### config.mk
export PLATFORM = sky130hd
export DESIGN_NAME = uart_alu_frame_engine
export DESIGN_NICKNAME = d
export VERILOG_FILES = /design/src/rtl/uart_alu_frame_engine.sv
export SDC_FILE = /design/constraint.sdc
export NUM_CORES = 1
export LEC_CHECK = 0
export CAP_MARGIN = 0
export CELL_PAD_IN_SITES_DETAIL_PLACEMENT = 1
export CELL_PAD_IN_SITES_GLOBAL_PLACEMENT = 1
export CORE_AREA = 2 2 154 156
export CTS_CLUSTER_DIAMETER = 150
export DETAILED_ROUTE_END_ITERATION = 7
export DIE_AREA = 0 0 156 158
export PLACE_DENSITY_LB_ADDON = 0.25
export SLEW_MARGIN = 20
export SYNTH_ARGS = -nofsm -noshare
export SYNTH_HDL_FRONTEND = slang
export SYNTH_SLANG_ARGS = --single-unit
### constraint.sdc
create_clock -name clk -period 5.8 [get_ports clk]
set_clock_uncertainty 0.15 [all_clocks]
set_input_delay 1.16 -clock clk [delete_from_list [all_inputs] [get_ports clk]]
set_output_delay 1.16 -clock clk [all_outputs]
set_load 0.02 [all_outputs]
### src/rtl/uart_alu_frame_engine.sv
// Request/response frame engine between UART RX and TX: parses opcode and operands, runs ADD/SUB/MUL/DIV, returns status + result.
// Optional macro FRAME_CHECKSUM_EN adds an XOR checksum byte to both request and response frames.
module uart_alu_frame_engine #(
  parameter int unsigned OPW         = 8,
  parameter logic [7:0]  REQ_SOF     = 8'h0C,
  parameter logic [7:0]  REQ_EOF     = 8'hFF,
  parameter logic [7:0]  RSP_SOF     = 8'h20,
  parameter logic [7:0]  RSP_EOF     = 8'h0A,
  parameter int unsigned TIMEOUT_CYC = 100000
) (
  input  logic        clk,
  input  logic        reset,
  input  logic [7:0]  rx_data,
  input  logic        rx_valid,
  output logic [7:0]  tx_data,
  output logic        tx_start,
  input  logic        tx_done,
  output logic        busy,
  output logic        frame_err,
  output logic [15:0] frame_cnt,
  output logic [7:0]  drop_cnt
);
  localparam int unsigned NB  = OPW / 8;
  localparam int unsigned RW  = 2 * OPW;
  localparam int unsigned TW  = (TIMEOUT_CYC > 1) ? $clog2(TIMEOUT_CYC + 1) : 1;
  localparam int unsigned DCW = $clog2(OPW + 1);
`ifdef FRAME_CHECKSUM_EN
  localparam int unsigned NRSP = 2 * NB + 4;
`else
  localparam int unsigned NRSP = 2 * NB + 3;
`endif

  localparam logic [7:0] OP_ADD = 8'd1;
  localparam logic [7:0] OP_SUB = 8'd2;
  localparam logic [7:0] OP_MUL = 8'd3;
  localparam logic [7:0] OP_DIV = 8'd4;

  typedef enum logic [3:0] {
    S_IDLE, S_OPC, S_OPA, S_OPB, S_CHK, S_END, S_EXEC, S_RSP, S_WAIT
  } state_t;

  state_t           state_q, state_d;
  logic [7:0]       opc;
  logic [OPW-1:0]   a, b;
  logic [2:0]       bcnt;
  logic [TW-1:0]    idle_cnt;
  logic [OPW-1:0]   div_rem, div_quo;
  logic [DCW-1:0]   div_cnt;
  logic [7:0]       status;
  logic [RW-1:0]    rsp_sr;
  logic [3:0]       idx;
  logic             ck_ok;
`ifdef FRAME_CHECKSUM_EN
  logic [7:0]       rx_ck, rsp_ck, res_ck_c;
`endif

  logic             in_frame_c, timeout_c, last_byte_c, last_rsp_c;
  logic             div_run_c, div_busy_c, div_ge_c;
  logic [OPW:0]     div_sh_c, div_sub_c, sub_c;
  logic [7:0]       status_c, rsp_byte_c;
  logic [RW-1:0]    res_c;
  logic             issue_c, err_c, eof_ok_c, done_c;

  assign in_frame_c  = (state_q == S_OPC) || (state_q == S_OPA) || (state_q == S_OPB) ||
                       (state_q == S_CHK) || (state_q == S_END);
  assign timeout_c   = (TIMEOUT_CYC != 0) && in_frame_c && !rx_valid &&
                       (idle_cnt == TW'(TIMEOUT_CYC - 1));
  assign last_byte_c = (bcnt == 3'(NB - 1));
  assign last_rsp_c  = (idx == 4'(NRSP - 1));
  assign div_run_c   = (opc == OP_DIV) && (b != '0) && ck_ok;
  assign div_busy_c  = div_run_c && (div_cnt != DCW'(OPW));
  // Restoring divider step: shift one dividend bit into the partial remainder
  assign div_sh_c    = {div_rem, div_quo[OPW-1]};
  assign div_sub_c   = div_sh_c - {1'b0, b};
  assign div_ge_c    = !div_sub_c[OPW];
  assign sub_c       = {1'b0, a} - {1'b0, b};

  always_ff @(posedge clk or negedge reset) begin
    if (!reset) state_q <= S_IDLE;
    else        state_q <= state_d;
  end

  always_comb begin
    state_d = state_q;
    case (state_q)
      S_IDLE: if (rx_valid && rx_data == REQ_SOF) state_d = S_OPC;
      S_OPC:  if (rx_valid) state_d = S_OPA;
      S_OPA:  if (rx_valid && last_byte_c) state_d = S_OPB;
`ifdef FRAME_CHECKSUM_EN
      S_OPB:  if (rx_valid && last_byte_c) state_d = S_CHK;
      S_CHK:  if (rx_valid) state_d = S_END;
`else
      S_OPB:  if (rx_valid && last_byte_c) state_d = S_END;
`endif
      S_END:  if (rx_valid) state_d = (rx_data == REQ_EOF) ? S_EXEC : S_IDLE;
      S_EXEC: if (!div_busy_c) state_d = S_RSP;
      S_RSP:  state_d = S_WAIT;
      S_WAIT: if (tx_done) state_d = last_rsp_c ? S_IDLE : S_RSP;
      default: state_d = S_IDLE;
    endcase
    if (timeout_c) state_d = S_IDLE;
  end

  always_comb begin
    issue_c  = 1'b0;
    err_c    = 1'b0;
    eof_ok_c = 1'b0;
    done_c   = 1'b0;
    case (state_q)
      S_END: begin
        if (rx_valid && rx_data == REQ_EOF) eof_ok_c = 1'b1;
        if (rx_valid && rx_data != REQ_EOF) err_c    = 1'b1;
      end
      S_RSP:  issue_c = 1'b1;
      S_WAIT: if (tx_done && last_rsp_c) done_c = 1'b1;
      default: ;
    endcase
    if (timeout_c) err_c = 1'b1;
  end

  // Status/result selection; a checksum error overrides every opcode
  always_comb begin
    status_c = 8'h00;
    res_c    = '0;
    if (!ck_ok) status_c = 8'h04;
    else begin
      case (opc)
        OP_ADD: res_c = RW'(a) + RW'(b);
        OP_SUB: res_c = {{(OPW-1){sub_c[OPW]}}, sub_c};
        OP_MUL: res_c = RW'(a) * RW'(b);
        OP_DIV: begin
          if (b == '0) status_c = 8'h02;
          else         res_c    = {div_quo, div_rem};
        end
        default: status_c = 8'h01;
      endcase
    end
  end

`ifdef FRAME_CHECKSUM_EN
  always_comb begin
    res_ck_c = status_c;
    for (int i = 0; i < int'(2 * NB); i++) res_ck_c = res_ck_c ^ res_c[i*8 +: 8];
  end
`endif

  always_comb begin
    rsp_byte_c = RSP_EOF;
    if (idx == 4'd0)                 rsp_byte_c = RSP_SOF;
    else if (idx == 4'd1)            rsp_byte_c = status;
    else if (idx <= 4'(2 * NB + 1))  rsp_byte_c = rsp_sr[RW-1 -: 8];
`ifdef FRAME_CHECKSUM_EN
    else if (idx == 4'(2 * NB + 2))  rsp_byte_c = rsp_ck;
`endif
  end

  always_ff @(posedge clk or negedge reset) begin
    if (!reset) begin
      tx_data   <= '0;
      tx_start  <= 1'b0;
      busy      <= 1'b0;
      frame_err <= 1'b0;
      frame_cnt <= '0;
      drop_cnt  <= '0;
    end else begin
      tx_start  <= issue_c;
      frame_err <= err_c;
      if (issue_c) tx_data <= rsp_byte_c;
      if (eof_ok_c)    busy <= 1'b1;
      else if (done_c) busy <= 1'b0;
      if (done_c) frame_cnt <= frame_cnt + 16'd1;
      if (busy && rx_valid && drop_cnt != 8'hFF) drop_cnt <= drop_cnt + 8'd1;
    end
  end

  always_ff @(posedge clk or negedge reset) begin
    if (!reset) begin
      opc      <= '0;
      a        <= '0;
      b        <= '0;
      bcnt     <= '0;
      idle_cnt <= '0;
      div_rem  <= '0;
      div_quo  <= '0;
      div_cnt  <= '0;
      status   <= '0;
      rsp_sr   <= '0;
      idx      <= '0;
      ck_ok    <= 1'b0;
`ifdef FRAME_CHECKSUM_EN
      rx_ck    <= '0;
      rsp_ck   <= '0;
`endif
    end else begin
      idle_cnt <= (in_frame_c && !rx_valid) ? idle_cnt + 1'b1 : '0;
      case (state_q)
        S_IDLE: if (rx_valid && rx_data == REQ_SOF) begin
          bcnt  <= '0;
          ck_ok <= 1'b1;
`ifdef FRAME_CHECKSUM_EN
          rx_ck <= '0;
`endif
        end
        S_OPC: if (rx_valid) begin
          opc <= rx_data;
`ifdef FRAME_CHECKSUM_EN
          rx_ck <= rx_ck ^ rx_data;
`endif
        end
        S_OPA: if (rx_valid) begin
          a    <= OPW'({a, rx_data});
          bcnt <= last_byte_c ? 3'd0 : bcnt + 3'd1;
`ifdef FRAME_CHECKSUM_EN
          rx_ck <= rx_ck ^ rx_data;
`endif
        end
        S_OPB: if (rx_valid) begin
          b    <= OPW'({b, rx_data});
          bcnt <= last_byte_c ? 3'd0 : bcnt + 3'd1;
`ifdef FRAME_CHECKSUM_EN
          rx_ck <= rx_ck ^ rx_data;
`endif
        end
`ifdef FRAME_CHECKSUM_EN
        S_CHK: if (rx_valid) ck_ok <= (rx_data == rx_ck);
`endif
        S_END: if (eof_ok_c) begin
          div_rem <= '0;
          div_quo <= a;
          div_cnt <= '0;
        end
        S_EXEC: begin
          if (div_busy_c) begin
            div_rem <= div_ge_c ? div_sub_c[OPW-1:0] : div_sh_c[OPW-1:0];
            div_quo <= {div_quo[OPW-2:0], div_ge_c};
            div_cnt <= div_cnt + 1'b1;
          end else begin
            status <= status_c;
            rsp_sr <= res_c;
            idx    <= '0;
`ifdef FRAME_CHECKSUM_EN
            rsp_ck <= res_ck_c;
`endif
          end
        end
        S_RSP: if (idx >= 4'd2 && idx <= 4'(2 * NB + 1)) rsp_sr <= {rsp_sr[RW-9:0], 8'h00};
        S_WAIT: if (tx_done && !last_rsp_c) idx <= idx + 4'd1;
        default: ;
      endcase
    end
  end

endmodule

==> impl_metrics.csv <==
group,metric,value,unit
outcome,status,"finished, final reports clean",
place,dpl_cell_area,10000,um^2
place,dp_hpwl,19.3,mm
pwr,cellPowerDensity,692,nW/um^2
drt,drt_iter0_markers,442,
timing,fin_crit_sh,85.4,%
finish,antenna_cells,0,
timing,finalCriticalPeriod,4.95,ns
drt,routed_wirelength,26.0,mm
drt,drc,0,
synthesis,yosysTopAreaCell,"dfrtp_1",
synthesis,synth-seq-cells,127,
critical_path,r2r_start,"a[1]$_DFFE_PN0P_",
finish,layout-drive-gt1-share,8.04,%
die,dieHeight,158,um
die,start_util,40.3,%
worst_hold_path,hold_depth,2,
timing,worstMarginPinSlew,1.03,ns
clock_network,cts_hold_buf,0,
place,place_congestion,0.864,
clock_network,post_cts_resized,0,
critical_path,timing.rr.end,"rsp_sr[12]$_DFFE_PN0P_",
timing,setup_tns,0,ns
finish,fillers,2617,
die,coreArea,23100,um^2
clock_network,cts_made_buffers,17,
critical_path,setup.worst_path.start_class,"flop",
synthesis,yosys.area_share.simple,20.7,%
critical_path,reg2reg_slack,0.85,ns
grt,antenna_found_initial,0,
drt,viasPerCell,5.56,
synthesis,ys_top_cells_by_area,"dfrtp_1 34%, ha_1 9.6%, fa_1 8.4%, nand2_1 5.4%, inv_1 3.3%",
clock_network,cts-root-buf,"clkbuf_16",
worst_hold_path,min_to,"tx_data[4]$_DFFE_PN0P_",
critical_path,r2r_cells,14,
grt,grt_first_pass_wirelength,42.8,mm
pwr,ir_worst_vdd,662,uV
critical_path,arrival,5.11,ns
die,io_pins,47,
timing,max_freq,202,MHz
clock_network,cts.sinks,127,
worst_hold_path,hold_class,"flop to flop",
finish,final_util,46.5,%
timing,setup-violations-final,0,
clock_network,cts.htree.levels,4,
critical_path,crit_top_cell,"fa_1",
finish,area_growth,15.3,%
clock_network,insertion_delay,0.43,ns
grt,grt_start_max_net_pins,90,
die,die_area,24600,um^2
place,io_buffer_count,46,
critical_path,crit_fanout,13,
grt,overflow,0,
synthesis,avgSynthCellArea,9.27,um^2
timing,hold_viol,0,
die,die_w,156,um
synthesis,synth_top_flop_cell,"dfrtp_1",
clock_network,path_clk_slew,0.06,ns
clock_network,cts_buffer_depth,2,
critical_path,end_kind,"flop",
critical_path,critical_path_class,"flop to flop",
die,rows,56,
critical_path,crit_chain,"and2_1 -> fa_1 -> fa_1 -> inv_1 -> fa_1 -> fa_1 -> inv_1 -> ha_1 -> a21o_1 -> a21oi_1 -> a21oi_1 -> o41a_1 -> a21oi_1 -> or3b_1",
grt,grt_pass1_vias,7807,
finish,stdcell_area,10700,um^2
critical_path,slowest_stage,"dfrtp_1",
synthesis,synth_seq_area_share,34.2,%
synthesis,async_reset_ff_share,100,%
drt,wire_per_inst,19.3,um
timing,slew_headroom,30.5,%
flow_run,max_cap_viol_count,0,
synthesis,synth_xor_area_share,5.56,%
clock_network,cts_setup_buffers,0,
synthesis,ys_types,75,
synthesis,synth_top_family_by_area,"simple AND/OR/NAND/NOR gates",
synthesis,synth_compound_area_share,12.9,%
drt,via_count,7494,
synthesis,synth_edf_count,0,
critical_path,path_buf_inv,2,
critical_path,cp_top_family,"adder cells",
grt,grt_use_total,22.4,%
synthesis,synth_fa_ha_area_share,18.0,%
critical_path,crit_start,"a[1]$_DFFE_PN0P_",
synthesis,synthMuxAreaShare,3.61,%
pwr,cellLeakagePower,4.83,nW
finish,fin_nets,1166,
drt,dr.pass1.iters,6,
timing,drv_slew,0,
synthesis,yosys.area.top_type_share,34.2,%
pwr,total_power,0.00741,W
synthesis,yosysWarningCount,0,
timing,rsz0062_at_grt,"no",
critical_path,required,5.95,ns
synthesis,syn_inst,1002,
synthesis,syn_area,9290,um^2
synthesis,syn_nets,1124,
drt,drtAntennaViolNets,0,
worst_hold_path,worstHoldStart,"tx_data[4]$_DFFE_PN0P_",
critical_path,cpPeakStageDelay,0.56,ns
clock_network,cts_tree,"built",
## layout make-up
cell class	instances	area, um^2	share of cell area [%]
sequential	127	3180	29.7
clock buffer	19	443	4.14
inverter	81	304	2.84
tap	290	363	3.39
timing repair buffer	56	537	5.01
clock inverter	13	236	2.21
multi-input combinational	761	5650	52.7
## cell usage after synthesis, types with 7 or more instances
cell type  count
nand2_1      133
dfrtp_1      127
inv_1         81
ha_1          71
nor2_1        66
o21ai_0       57
and2_1        42
fa_1          39
a21oi_1       38
xnor2_1       34
nand3_1       31
xor2_1        25
clkbuf_1      20
mux2_2        20
nand4_1       16
nor3_1        14
and3_1        11
mux2i_1       11
nor2b_1       10
a22oi_1        9
a21o_1         8
or3_1          7
## state kept, by name, summed over array words and instances, names as in the netlist, 4 cells and up
signal,cells
drop_cnt,8
tx_data,8
idx,4
div_quo,8
b,8
frame_cnt,16
div_cnt,4
rsp_sr,16
a,8
state_q,4
opc,8
div_rem,8
idle_cnt,17
## metrics by stage
| step | cells | worst slack [ns] | hold WS, ns |
|---|---|---|---|
| 2_1_floorplan | 1002 | 1.20 | 0.298 |
| 3_3_place_gp | 1315 | 0.931 | 0.307 |
| 3_5_place_dp | 1315 | 0.864 | 0.316 |
| 4_1_cts | 1347 | 0.835 | 0.331 |
| 5_1_grt | 1347 | 0.513 | 0.341 |
| 6_report | 1347 | 0.848 | 0.322 |
## worst max-delay path by stage
stage	endpoint	depth (start not counted)
2_1_floorplan	rsp_sr[12]$_DFFE_PN0P_	14
3_3_place_gp	rsp_sr[12]$_DFFE_PN0P_	14
3_5_place_dp	rsp_sr[12]$_DFFE_PN0P_	14
4_1_cts	rsp_sr[12]$_DFFE_PN0P_	14
5_1_grt	rsp_sr[11]$_DFFE_PN0P_	15
6_report	rsp_sr[12]$_DFFE_PN0P_	14
## per-layer routing
layer	vias to the layer above	wire, um	global-route usage (%)
met4	0	441	5.59
met3	32	1110	3.89
met1	3761	12400	31.6
met5	-	0	0
met2	155	12000	35.8
li1	3546	-	-
## placed cells by master, fill, tap and decap left out, drive strengths merged, types with 7 or more instances in the layout
| master | instances |
|---|---|
| xor2 | 25 |
| a221oi | 7 |
| buf | 11 |
| nor2 | 67 |
| fa | 39 |
| nand4 | 16 |
| mux2i | 11 |
| clkbuf | 19 |
| nand2 | 133 |
| dfrtp | 127 |
| ha | 71 |
| xnor2 | 34 |
| nor2b | 10 |
| and3 | 11 |
| and2 | 42 |
| a22oi | 9 |
| a21o | 8 |
| nor4 | 9 |
| mux2 | 20 |
| or3 | 7 |
| o21ai | 60 |
| inv | 81 |
| a21oi | 38 |
| nor3 | 15 |
| nand3 | 31 |
| clkdlybuf4s50 | 45 |
## cells by family after synthesis
family,count (synthesis)
mux,31
buf+inv,114
fa+ha+maj,110
flops,127
simple gates,379
compound gates,182
xor+xnor,59
## tightest hold or removal path, stage by stage, from the launching register on
cell	delay, ns
dfrtp_1	0.34
nand2_1	0.05
nand2_1	0.05
## where the power goes
group          leakage [nW]  internal (W)  switching (W)  total, W
clock                 0.327      0.000820       0.000433   0.00125
sequential             1.65       0.00101       0.000306   0.00131
combinational          2.85       0.00198        0.00286   0.00484
total                  4.83       0.00381        0.00360   0.00741
No activity file was read; power rests on OpenSTA's default activity.
